[src/rtl/iob_reset_seq_pkg.sv]
// rtl/iob_reset_seq_pkg.sv - shared state encoding and counter sizing for the reset sequencer
package iob_reset_seq_pkg;

  typedef enum logic [1:0] {
    ST_HOLD,
    ST_WAIT_ACK,
    ST_GAP,
    ST_DONE
  } state_e;

  // One counter covers stretch, gap and timeout, so it is sized for the largest limit.
  function automatic int cnt_width(input int stretch, input int gap, input int timeout);
    int m;
    m = stretch;
    if (gap > m) m = gap;
    if (timeout > m) m = timeout;
    return $clog2(m + 1);
  endfunction

endpackage

[src/rtl/iob_reset_seq_if.sv]
// rtl/iob_reset_seq_if.sv - board/domain-facing signal bundle of the reset sequencer
interface iob_reset_seq_if #(
  parameter int N_CH = 4
);

  logic                  cke_i;
  logic                  resetn_i;
  logic                  rst_req_i;
  logic [N_CH-1:0]       ch_ack_i;
  logic [N_CH-1:0]       ch_rst_o;
  logic                  all_ready_o;
  logic [N_CH-1:0]       timeout_o;
  logic [$clog2(N_CH):0] cur_ch_o;

  // Board / reset-domain side: drives the requests and acks, observes the resets.
  modport master (
    output cke_i, resetn_i, rst_req_i, ch_ack_i,
    input  ch_rst_o, all_ready_o, timeout_o, cur_ch_o
  );

  // Sequencer side.
  modport slave (
    input  cke_i, resetn_i, rst_req_i, ch_ack_i,
    output ch_rst_o, all_ready_o, timeout_o, cur_ch_o
  );

endinterface

[src/rtl/iob_reset_seq_sync.sv]
// rtl/iob_reset_seq_sync.sv - clock-enabled flop chain synchroniser with reset value
module iob_sync #(
  parameter int   STAGES  = 2,
  parameter logic RST_VAL = 1'b0
) (
  input  logic clk_i,
  input  logic rst_i,
  input  logic cke_i,
  input  logic d_i,
  output logic q_o
);

  logic [STAGES-1:0] chain_q;
  logic [STAGES-1:0] chain_d;

  // Shift the raw input one stage deeper on every enabled edge.
  always_comb begin
    chain_d = {chain_q[STAGES-2:0], d_i};
  end

  // Chain register; holds completely while the clock enable is low.
  always_ff @(posedge clk_i) begin
    if (rst_i) begin
      chain_q <= {STAGES{RST_VAL}};
    end else if (cke_i) begin
      chain_q <= chain_d;
    end
  end

  assign q_o = chain_q[STAGES-1];

endmodule

[src/rtl/iob_reset_seq.sv]
// rtl/iob_reset_seq.sv - stretches board/soft reset and releases N_CH domains one by one
module iob_reset_seq
  import iob_reset_seq_pkg::*;
#(
  parameter int N_CH        = 4,
  parameter int SYNC_STAGES = 2,
  parameter int STRETCH     = 16,
  parameter int GAP         = 8,
  parameter int TIMEOUT     = 1024
) (
  input logic            clk_i,
  input logic            rst_i,
  iob_reset_seq_if.slave bus
);

  localparam int CW = cnt_width(STRETCH, GAP, TIMEOUT);
  localparam int KW = $clog2(N_CH) + 1;

  localparam logic [CW-1:0] STRETCH_LAST = CW'(STRETCH - 1);
  localparam logic [CW-1:0] GAP_LAST     = CW'(GAP - 1);
  localparam logic [CW-1:0] TIMEOUT_LAST = CW'(TIMEOUT - 1);
  localparam logic [KW-1:0] K_LAST       = KW'(N_CH - 1);
  localparam logic [KW-1:0] K_DONE       = KW'(N_CH);

  state_e          state_q, state_d;
  logic [CW-1:0]   cnt_q, cnt_d;
  logic [KW-1:0]   k_q, k_d;
  logic [N_CH-1:0] ch_rst_q, ch_rst_d;
  logic            all_ready_q, all_ready_d;
  logic [N_CH-1:0] timeout_q, timeout_d;

  logic            sync_resetn;
  logic            src;
  logic            ack_cur;
  logic            expired;
  logic [KW-1:0]   cur_ch;

  iob_sync #(
    .STAGES (SYNC_STAGES),
    .RST_VAL(1'b0)
  ) u_sync (
    .clk_i(clk_i),
    .rst_i(rst_i),
    .cke_i(bus.cke_i),
    .d_i  (bus.resetn_i),
    .q_o  (sync_resetn)
  );

  // The soft request skips the synchroniser so it acts on the very next edge.
  assign src = ~sync_resetn | bus.rst_req_i;

  // Sequencer next state: stretch, release one channel, wait for ack or timeout, gap, repeat.
  always_comb begin
    state_d     = state_q;
    cnt_d       = cnt_q;
    k_d         = k_q;
    ch_rst_d    = ch_rst_q;
    all_ready_d = all_ready_q;
    timeout_d   = timeout_q;
    ack_cur     = 1'b0;

    // Only the ack of the channel currently being waited on matters.
    for (int i = 0; i < N_CH; i++) begin
      if (KW'(i) == k_q) ack_cur = bus.ch_ack_i[i];
    end
    expired = (TIMEOUT != 0) && (cnt_q == TIMEOUT_LAST);

    if (src) begin
      // Any reset source re-asserts every channel at once and restarts the stretch.
      state_d     = ST_HOLD;
      cnt_d       = '0;
      k_d         = '0;
      ch_rst_d    = '1;
      all_ready_d = 1'b0;
    end else begin
      case (state_q)
        ST_HOLD: begin
          if (cnt_q == STRETCH_LAST) begin
            ch_rst_d[0] = 1'b0;
            k_d         = '0;
            cnt_d       = '0;
            state_d     = ST_WAIT_ACK;
          end else begin
            cnt_d = cnt_q + CW'(1);
          end
        end
        ST_WAIT_ACK: begin
          if (ack_cur || expired) begin
            // An ack arriving on the expiry edge wins, so no flag in that case.
            if (!ack_cur) begin
              for (int i = 0; i < N_CH; i++) begin
                if (KW'(i) == k_q) timeout_d[i] = 1'b1;
              end
            end
            cnt_d = '0;
            if (k_q == K_LAST) begin
              state_d     = ST_DONE;
              all_ready_d = 1'b1;
            end else begin
              state_d = ST_GAP;
            end
          end else if (TIMEOUT != 0) begin
            cnt_d = cnt_q + CW'(1);
          end
        end
        ST_GAP: begin
          if (cnt_q == GAP_LAST) begin
            for (int i = 0; i < N_CH; i++) begin
              if (KW'(i) == k_q + KW'(1)) ch_rst_d[i] = 1'b0;
            end
            k_d     = k_q + KW'(1);
            cnt_d   = '0;
            state_d = ST_WAIT_ACK;
          end else begin
            cnt_d = cnt_q + CW'(1);
          end
        end
        default: begin
          // ST_DONE: everything released, nothing moves until a reset source.
        end
      endcase
    end
  end

  // State and output registers; rst_i wins over the clock enable.
  always_ff @(posedge clk_i) begin
    if (rst_i) begin
      state_q     <= ST_HOLD;
      cnt_q       <= '0;
      k_q         <= '0;
      ch_rst_q    <= '1;
      all_ready_q <= 1'b0;
      timeout_q   <= '0;
    end else if (bus.cke_i) begin
      state_q     <= state_d;
      cnt_q       <= cnt_d;
      k_q         <= k_d;
      ch_rst_q    <= ch_rst_d;
      all_ready_q <= all_ready_d;
      timeout_q   <= timeout_d;
    end
  end

  // Reported channel index: 0 while holding, N_CH once everything is released.
  always_comb begin
    cur_ch = k_q;
    if (state_q == ST_HOLD) begin
      cur_ch = '0;
    end else if (state_q == ST_DONE) begin
      cur_ch = K_DONE;
    end
  end

  assign bus.ch_rst_o    = ch_rst_q;
  assign bus.all_ready_o = all_ready_q;
  assign bus.timeout_o   = timeout_q;
  assign bus.cur_ch_o    = cur_ch;

endmodule
[src/flat_wrapper.sv]
// flat-port wrapper written by rule: the top's interface ports become plain ports
module iob_reset_seq_flat import iob_reset_seq_pkg::*;
#(
  parameter int N_CH        = 4,
  parameter int SYNC_STAGES = 2,
  parameter int STRETCH     = 16,
  parameter int GAP         = 8,
  parameter int TIMEOUT     = 1024
)
  (clk_i, rst_i, bus_cke_i, bus_resetn_i, bus_rst_req_i, bus_ch_ack_i, bus_ch_rst_o, bus_all_ready_o, bus_timeout_o, bus_cur_ch_o);
  iob_reset_seq_if #(.N_CH(N_CH)) bus_i ();
  input logic clk_i;
  input logic rst_i;
  input wire logic [$bits(bus_i.cke_i)-1:0] bus_cke_i;
  input wire logic [$bits(bus_i.resetn_i)-1:0] bus_resetn_i;
  input wire logic [$bits(bus_i.rst_req_i)-1:0] bus_rst_req_i;
  input wire logic [$bits(bus_i.ch_ack_i)-1:0] bus_ch_ack_i;
  output wire logic [$bits(bus_i.ch_rst_o)-1:0] bus_ch_rst_o;
  output wire logic [$bits(bus_i.all_ready_o)-1:0] bus_all_ready_o;
  output wire logic [$bits(bus_i.timeout_o)-1:0] bus_timeout_o;
  output wire logic [$bits(bus_i.cur_ch_o)-1:0] bus_cur_ch_o;
  assign bus_i.cke_i = bus_cke_i;
  assign bus_i.resetn_i = bus_resetn_i;
  assign bus_i.rst_req_i = bus_rst_req_i;
  assign bus_i.ch_ack_i = bus_ch_ack_i;
  assign bus_ch_rst_o = bus_i.ch_rst_o;
  assign bus_all_ready_o = bus_i.all_ready_o;
  assign bus_timeout_o = bus_i.timeout_o;
  assign bus_cur_ch_o = bus_i.cur_ch_o;
  iob_reset_seq #(.N_CH(N_CH), .SYNC_STAGES(SYNC_STAGES), .STRETCH(STRETCH), .GAP(GAP), .TIMEOUT(TIMEOUT)) u_core (.clk_i(clk_i), .rst_i(rst_i), .bus(bus_i));
endmodule
[config.mk]
export PLATFORM = sky130hd
export DESIGN_NAME = iob_reset_seq_flat
export DESIGN_NICKNAME = d
export VERILOG_FILES = /design/src/rtl/iob_reset_seq_pkg.sv /design/src/rtl/iob_reset_seq_if.sv /design/src/rtl/iob_reset_seq_sync.sv /design/src/rtl/iob_reset_seq.sv /design/src/flat_wrapper.sv
export SDC_FILE = /design/constraint.sdc
export NUM_CORES = 1
export LEC_CHECK = 0
export CAP_MARGIN = 5
export CORE_MARGIN = 1
export CORE_UTILIZATION = 36
export CTS_CLUSTER_SIZE = 28
export DETAILED_ROUTE_END_ITERATION = 16
export PLACE_DENSITY_LB_ADDON = 0.2
export SLEW_MARGIN = 30
export SYNTH_ARGS = -nofsm -noshare
export SYNTH_HDL_FRONTEND = slang
export SYNTH_SLANG_ARGS = --single-unit
[constraint.sdc]
create_clock -name clk_i -period 2.6 [get_ports clk_i]
set_input_delay 0.52 -clock clk_i [delete_from_list [all_inputs] [get_ports clk_i]]
set_output_delay 0.52 -clock clk_i [all_outputs]
set_load 0.05 [all_outputs]
==> out/metrics.yaml <==
critical_path:
  r2r_cells: 7
  worst-setup-path-type: "reg -> reg"
  required_ps: 2770
  critPathMaxFanout: 10
  r2r_slack_ps: 220
  cp-end-kind: "register"
  r2r_end: "u_core.cnt_q[8]"
  start_kind: "register"
  reg2reg_from: "u_core.cnt_q[0]"
  worst_ep_arrival_time_ps: 2550
sta:
  min_period_ps: 2380
  fmax_mhz: 420
  rsz0062_at_grt: "no"
  hold_violations: 0
  period_share_pct: 91.6
  skew_ps: 0.993
  slew_viol_final: 0
  final-setup-viol-count: 0
  setup-tns-final_ps: 0
  final.setup.worst_slack_ps: 218
  maxSlewHeadroom_pct: 66.8
  worst_pin_slew_ps: 496
clock_tree:
  clkTransAtPathRegs_ps: 90
  clock-sinks: 27
  cts_tree: "done"
  htree_levels: 1
  root_buffer: "clkbuf_8"
  tritoncts.num_buffers: 3
  postCtsSetupBuffers: 0
  clkLatencyLatePin_ps: 270
  cts_buffer_depth: 2
pwr:
  leakage_nw: 0.713
  power.density_nw_per_um2: 389
  ir_drop_mv: 0.171
final_layout:
  drive_above_1_share_pct: 10.2
  antennaDiodeCount: 0
  seq_area_um2: 541
  final_common_cell: "dfxtp_1"
  area_growth_pct: 21.3
  fin_nets: 239
  final_cell_mix: "27 x dfxtp_1, 22 x nand2_1, 19 x nor2_1, 17 x clkdlybuf4s50_1, 14 x ha_1"
  multi_input_area_um2: 971
  num-fill-cells: 405
  fin_util_pct: 46.8
die:
  initial_core_util_pct: 38.5
  die_area_um2: 4640
  rows: 23
  die_x_um: 68.2
  io_pins: 21
  core-area_um2: 4090
  die_y_um: 68.2
synth:
  synth_area_um2: 1580
  synth_area_leader_cell: "dfxtp_1"
  syn_inst: 189
  synth_top_area_share_pct: 34.3
  ys_warn_count: 0
  ys_seq_elements: 27
  synth_ff_type: "dfxtp_1"
  syn_nets: 212
  synth_cell_types: 46
  synth.area.top_cells: "dfxtp_1 34%, ha_1 11%, nand2_1 5.2%"
  synth_edf_count: 0
  avgSynthCellArea_um2: 8.33
  async_reset_ff_share_pct: 0
  ys_seq_area_share_pct: 34.3
route:
  viasPerCell: 5.29
  vias: 1401
  drc: 0
  wl_per_cell_um: 13.6
  firstDrtPassIters: 4
  drtIter0Drc: 62
  top_layer: "met4"
  drt-total-wl_um: 3590
  wl_met2_um: 1740
  wl_met1_um: 1740
  detail-route-antenna-nets: 0
  wl_met3_um: 84
global_route:
  grt_max_degree: 15
  grt_pass1_vias: 1337
  overflow: 0
  antenna_found_initial: 0
  grt_first_pass_wirelength_um: 6170
  grtUsageTotal_pct: 17.7
hold_path:
  hold_path_class: "reg -> reg"
  min_to: "u_core.bus.ch_rst_o[2]"
  hold_depth: 2
  hold_path_startpoint: "u_core.bus.ch_rst_o[2]"
placed_design:
  dp_hpwl_um: 2720
  io_buffers: 20
  dpl_worst_slack_ps: 122
  globalplace.congestion: 0.799
status:
  outcome: "complete, no violations"
job:
  cap_violations: 0
-- state kept, by name, indices dropped and copies added, names as in the netlist --
signal                  count
u_core.state_q              2
u_core.bus.all_ready_o      1
u_core.bus.ch_rst_o         4
u_core.bus.timeout_o        4
u_core.cnt_q               11
u_core.k_q                  3
u_core.u_sync.chain_q       2
-- cell families (layout without fill, tap and decap cells) --
| logic type | count (synthesis) | count (layout) | synth area share, % |
|---|---|---|---|
| simple gates | 80 | 80 | 27.2 |
| flops | 27 | 27 | 34.3 |
| buf+inv | 15 | 41 | 4.05 |
| xor+xnor | 2 | 2 | 1.11 |
| mux | 3 | 3 | 1.91 |
| compound gates | 48 | 48 | 20.3 |
| fa+ha+maj | 14 | 14 | 11.1 |
-- metrics by stage --
stage                     instance area (µm²)  hold WS [ps]  cells  power, mW
final                                    1910           464    265      0.744
after global routing                     1910           484    265      0.779
after CTS                                1910           467    265      0.753
after floorplan                          1580           459    189      0.478
after global placement                   1860           451    261      0.512
after detailed placement                 1860           456    261      0.512
-- worst max path at each step --
stage                                  from               end  slack [ps]  cells after the start
after global routing        u_core.cnt_q[0]   u_core.cnt_q[2]          30                      7
final                       u_core.cnt_q[0]   u_core.cnt_q[8]         220                      7
after detailed placement    bus_ch_ack_i[1]  u_core.cnt_q[10]         120                      6
after CTS                 u_core.state_q[0]   bus_cur_ch_o[2]         100                      4
after global placement      bus_ch_ack_i[1]  u_core.cnt_q[10]         140                      6
after floorplan           u_core.state_q[0]   bus_cur_ch_o[0]         310                      3
-- power breakdown --
| group | switching [mW] | internal, mW | total [mW] |
|---|---|---|---|
| clock | 0.132 | 0.110 | 0.242 |
| combinational | 0.0447 | 0.0346 | 0.0793 |
| sequential | 0.00322 | 0.419 | 0.422 |
| total | 0.180 | 0.564 | 0.744 |
-- worst max-delay path, stage by stage, from the launching register on --
cell and delay (ps):
dfxtp_1 380, ha_1 240, nand3_2 150, or4_4 590
nand4_2 140, a311o_1 420, nor2_1 90, a221o_1 260
-- area by class of cell --
| cell class | instances | share of cell area (%) |
|---|---|---|
| sequential | 27 | 28.3 |
| tap | 50 | 3.27 |
| clock buffer | 4 | 2.36 |
| multi-input combinational | 147 | 50.8 |
| timing repair buffer | 28 | 13.5 |
| inverter | 9 | 1.77 |
-- synthesized netlist by cell type (2+ instances only) --
cell,number
dfxtp_1,27
nand2_1,22
nor2_1,19
ha_1,14
a21oi_1,13
o21ai_0,11
inv_1,9
nand3_1,9
nand2b_1,5
clkbuf_1,4
nor3_1,4
mux2i_1,3
nand4_1,3
o311ai_0,3
a211oi_1,2
a21o_1,2
a31oi_1,2
and3b_1,2
buf_4,2
nand4_2,2
nor2b_1,2
o311ai_1,2
or2_2,2
or3_1,2
xnor2_1,2
-- routing by layer --
metal  global-route usage [%]  vias to the layer above
met5                        0                        -
met4                     3.91                        0
met3                     4.00                        4
met2                     30.4                       12
met1                     22.2                      643
li1                         -                      742
-- repair_timing --
| item | 4_1_cts | 5_1_grt |
|---|---|---|
| hold buffers | 0 | 0 |
| gates resized for setup | 0 | 1 |
| setup endpoints to repair | 0 | 1 |
| endpoints found under the hold margin | 0 | 0 |
Note: power is estimated with default switching activity, not from simulation.
==> patch: new RTL, config.mk and constraints unchanged <==
`TIMEOUT` is set to 1024 in 2 places; all go to 2048.
--- a/src/rtl/iob_reset_seq.sv
+++ b/src/rtl/iob_reset_seq.sv
@@ -7,5 +7,5 @@
   parameter int STRETCH     = 16,
   parameter int GAP         = 8,
-  parameter int TIMEOUT     = 1024
+  parameter int TIMEOUT     = 2048
 ) (
   input logic            clk_i,
--- a/src/flat_wrapper.sv
+++ b/src/flat_wrapper.sv
@@ -6,5 +6,5 @@
   parameter int STRETCH     = 16,
   parameter int GAP         = 8,
-  parameter int TIMEOUT     = 1024
+  parameter int TIMEOUT     = 2048
 )
   (clk_i, rst_i, bus_cke_i, bus_resetn_i, bus_rst_req_i, bus_ch_ack_i, bus_ch_rst_o, bus_all_ready_o, bus_timeout_o, bus_cur_ch_o);
Function: no difference found for any inputs over 10 cycles, from zero or initial values and one cycle with rst_i high; that may be too few to reach the edited logic, so the function may still have changed.
==> patch against the unedited design <==
Wire length rose by 4.4%; synthesized area rose by 5.2%; clock power fell by 5%; sequential cell count rose by 1; worst hold slack improved by 0.0042 ns; design area rose by 3.5%; power rose by 0.82%; die area rose by 5.0%; worst setup slack improved by 0.17 ns; critical path type unchanged; largest power group unchanged; highest routed layer unchanged.
==> patch: results (changes against the unedited design) <==
| Metric | Value |
|---|---|
| Status | finished, final reports clean |
| Library cells used by synthesis | 44 (-4.3%) |
| First-pass GRT wire length | 6617 um (+7.3%) |
| Crit-path slowest cell | dfxtp_1 |
| CTS Buf Count | 3 (unchanged) |
| Hold wc startpoint | u_core.bus.ch_rst_o[1] |
| Violation count after the first detailed-route iteration | 91 (+47%) |
| Critical path's top delay family | compound AO/OA/AOI/OAI gates |
| Pleak | 0.7856 nW (+10%) |
| Synthesized Nets | 227 (+7.1%) |
| Port Buffer Count | 20 (unchanged) |
| Drt pass-1 iters | 4 (unchanged) |
| Highest routing layer actually used | met4 |
| Worst-path clk slew | 0.09 ns (about the same) |
| GRT Util Overall | 0.1686 (-0.008156) |
| Largest net degree at the start of global routing | 18 (+3) |
| Final WL | 3750 um (+4.4%) |
| Metal-1 WL | 1911 um (+10%) |
| Commonest cells in the netlist | dfxtp_1 (28), nand2_1 (24), nor2_1 (23) |
| Power per cell area | 379.0 mW/mm^2 (-2.6%) |
| Area contributors post-synth | dfxtp_1 (34%), ha_1 (11%), nand2_1 (5.4%) |
| Fillcell total | 438 (+8.1%) |
| Max reg flops | 12 (+1) |
| Clock skew | 0.004661 ns (+0.003669 ns) |
| DP Area | 0.001934 mm^2 (+3.8%) |
| Peak VDD IR | 0.2111 mV (+24%) |
| Met2 wire len | 1615 um (-7.0%) |
| Slowest stage delay, CP | 0.45 ns (-0.14 ns) |
| HPWL after DPL | 2897 um (+6.5%) |
| Routed wl met3 | 166 um (+98%) |
| Via count | 1,500 (+7.1%) |
| Worst setup path startpoint | u_core.k_q[0] |
| CTS H-Tree Depth | 1 (unchanged) |
| Layout cells sized above 1 | 0.08370 (-0.01863) |
| Nets | 252 (+5.4%) |
| Worst-path fanout max | 12 (+2) |
| Max_slew headroom | 0.6517 (-0.01635) |
| CP arrival | 2.38 ns (-0.17 ns) |
| Vias in the first global route | 1,370 (+2.5%) |
| Area Growth Syn to Fin | 19.41% |
| Register area share after synthesis | 0.3384 (-0.004761) |
| GPL Wtd Cong | 0.7899 (-1.1%) |
## patch: kinds of logic (layout without fill, tap and decap cells)
family,count (synthesis),count (layout),synth area share
AO/OA/AOI/OAI,50,50,0.2138
XOR/XNOR,2,2,0.01058
adder cells (fa/ha/maj),14,14,0.1057
buffers and inverters,19,42,0.04833
flip-flops,28,28,0.3384
multiplexers,3,3,0.01813
AND/OR/NAND/NOR,88,88,0.2651
## patch: power by group
| group | total (mW) | switching, mW | internal (mW) |
|---|---|---|---|
| registers | 0.437 | 0.00323 | 0.434 |
| logic | 0.0812 | 0.0475 | 0.0337 |
| clock network | 0.231 | 0.127 | 0.104 |
| total | 0.750 | 0.178 | 0.572 |
## patch: repair_timing
action | CTS | global route
setup endpoints to repair | 0 | 1
gates resized for setup | 0 | 1
setup buffers | 0 | 0
## patch: metal layers
layer / up-vias / global-route usage
met5: - / 0
met4: 0 / 0.06000
met3: 5 / 0.02180
met2: 36 / 0.2511
met1: 676 / 0.2477
li1: 783 / -
## patch: cell type report
| class | count | area share |
|---|---|---|
| inverters | 12 | 0.02277 |
| flip-flops and latches | 28 | 0.2834 |
| clock buffers | 3 | 0.02087 |
| well taps | 52 | 0.03289 |
| repair buffers | 27 | 0.1265 |
| multi-input cells | 157 | 0.5136 |
## patch: metrics by stage
stage | setup WS [ns] | cells
detailed placement | 0.2591 | 276
finish | 0.3844 | 279
CTS | 0.04913 | 279
floorplan | 0.2054 | 204
global placement | 0.2823 | 276
global route | 0.1338 | 279
## patch: path summary, 6_finish.rpt
check	depth (start not counted)	end	slack, ns
worst max-delay path	9	u_core.cnt_q[10]	0.38
worst min-delay path	2	u_core.bus.ch_rst_o[1]	0.47
worst max register to register	9	u_core.cnt_q[10]	0.38
worst min register to register	2	u_core.bus.ch_rst_o[1]	0.47
## patch: worst reg2reg max path: cells and delay by family, from the launching register on
family | cells | cell delay, ns
buf+inv | 2 | 0.33
fa+ha+maj | 1 | 0.26
flops | 1 | 0.45
simple gates | 3 | 0.51
compound gates | 3 | 0.56
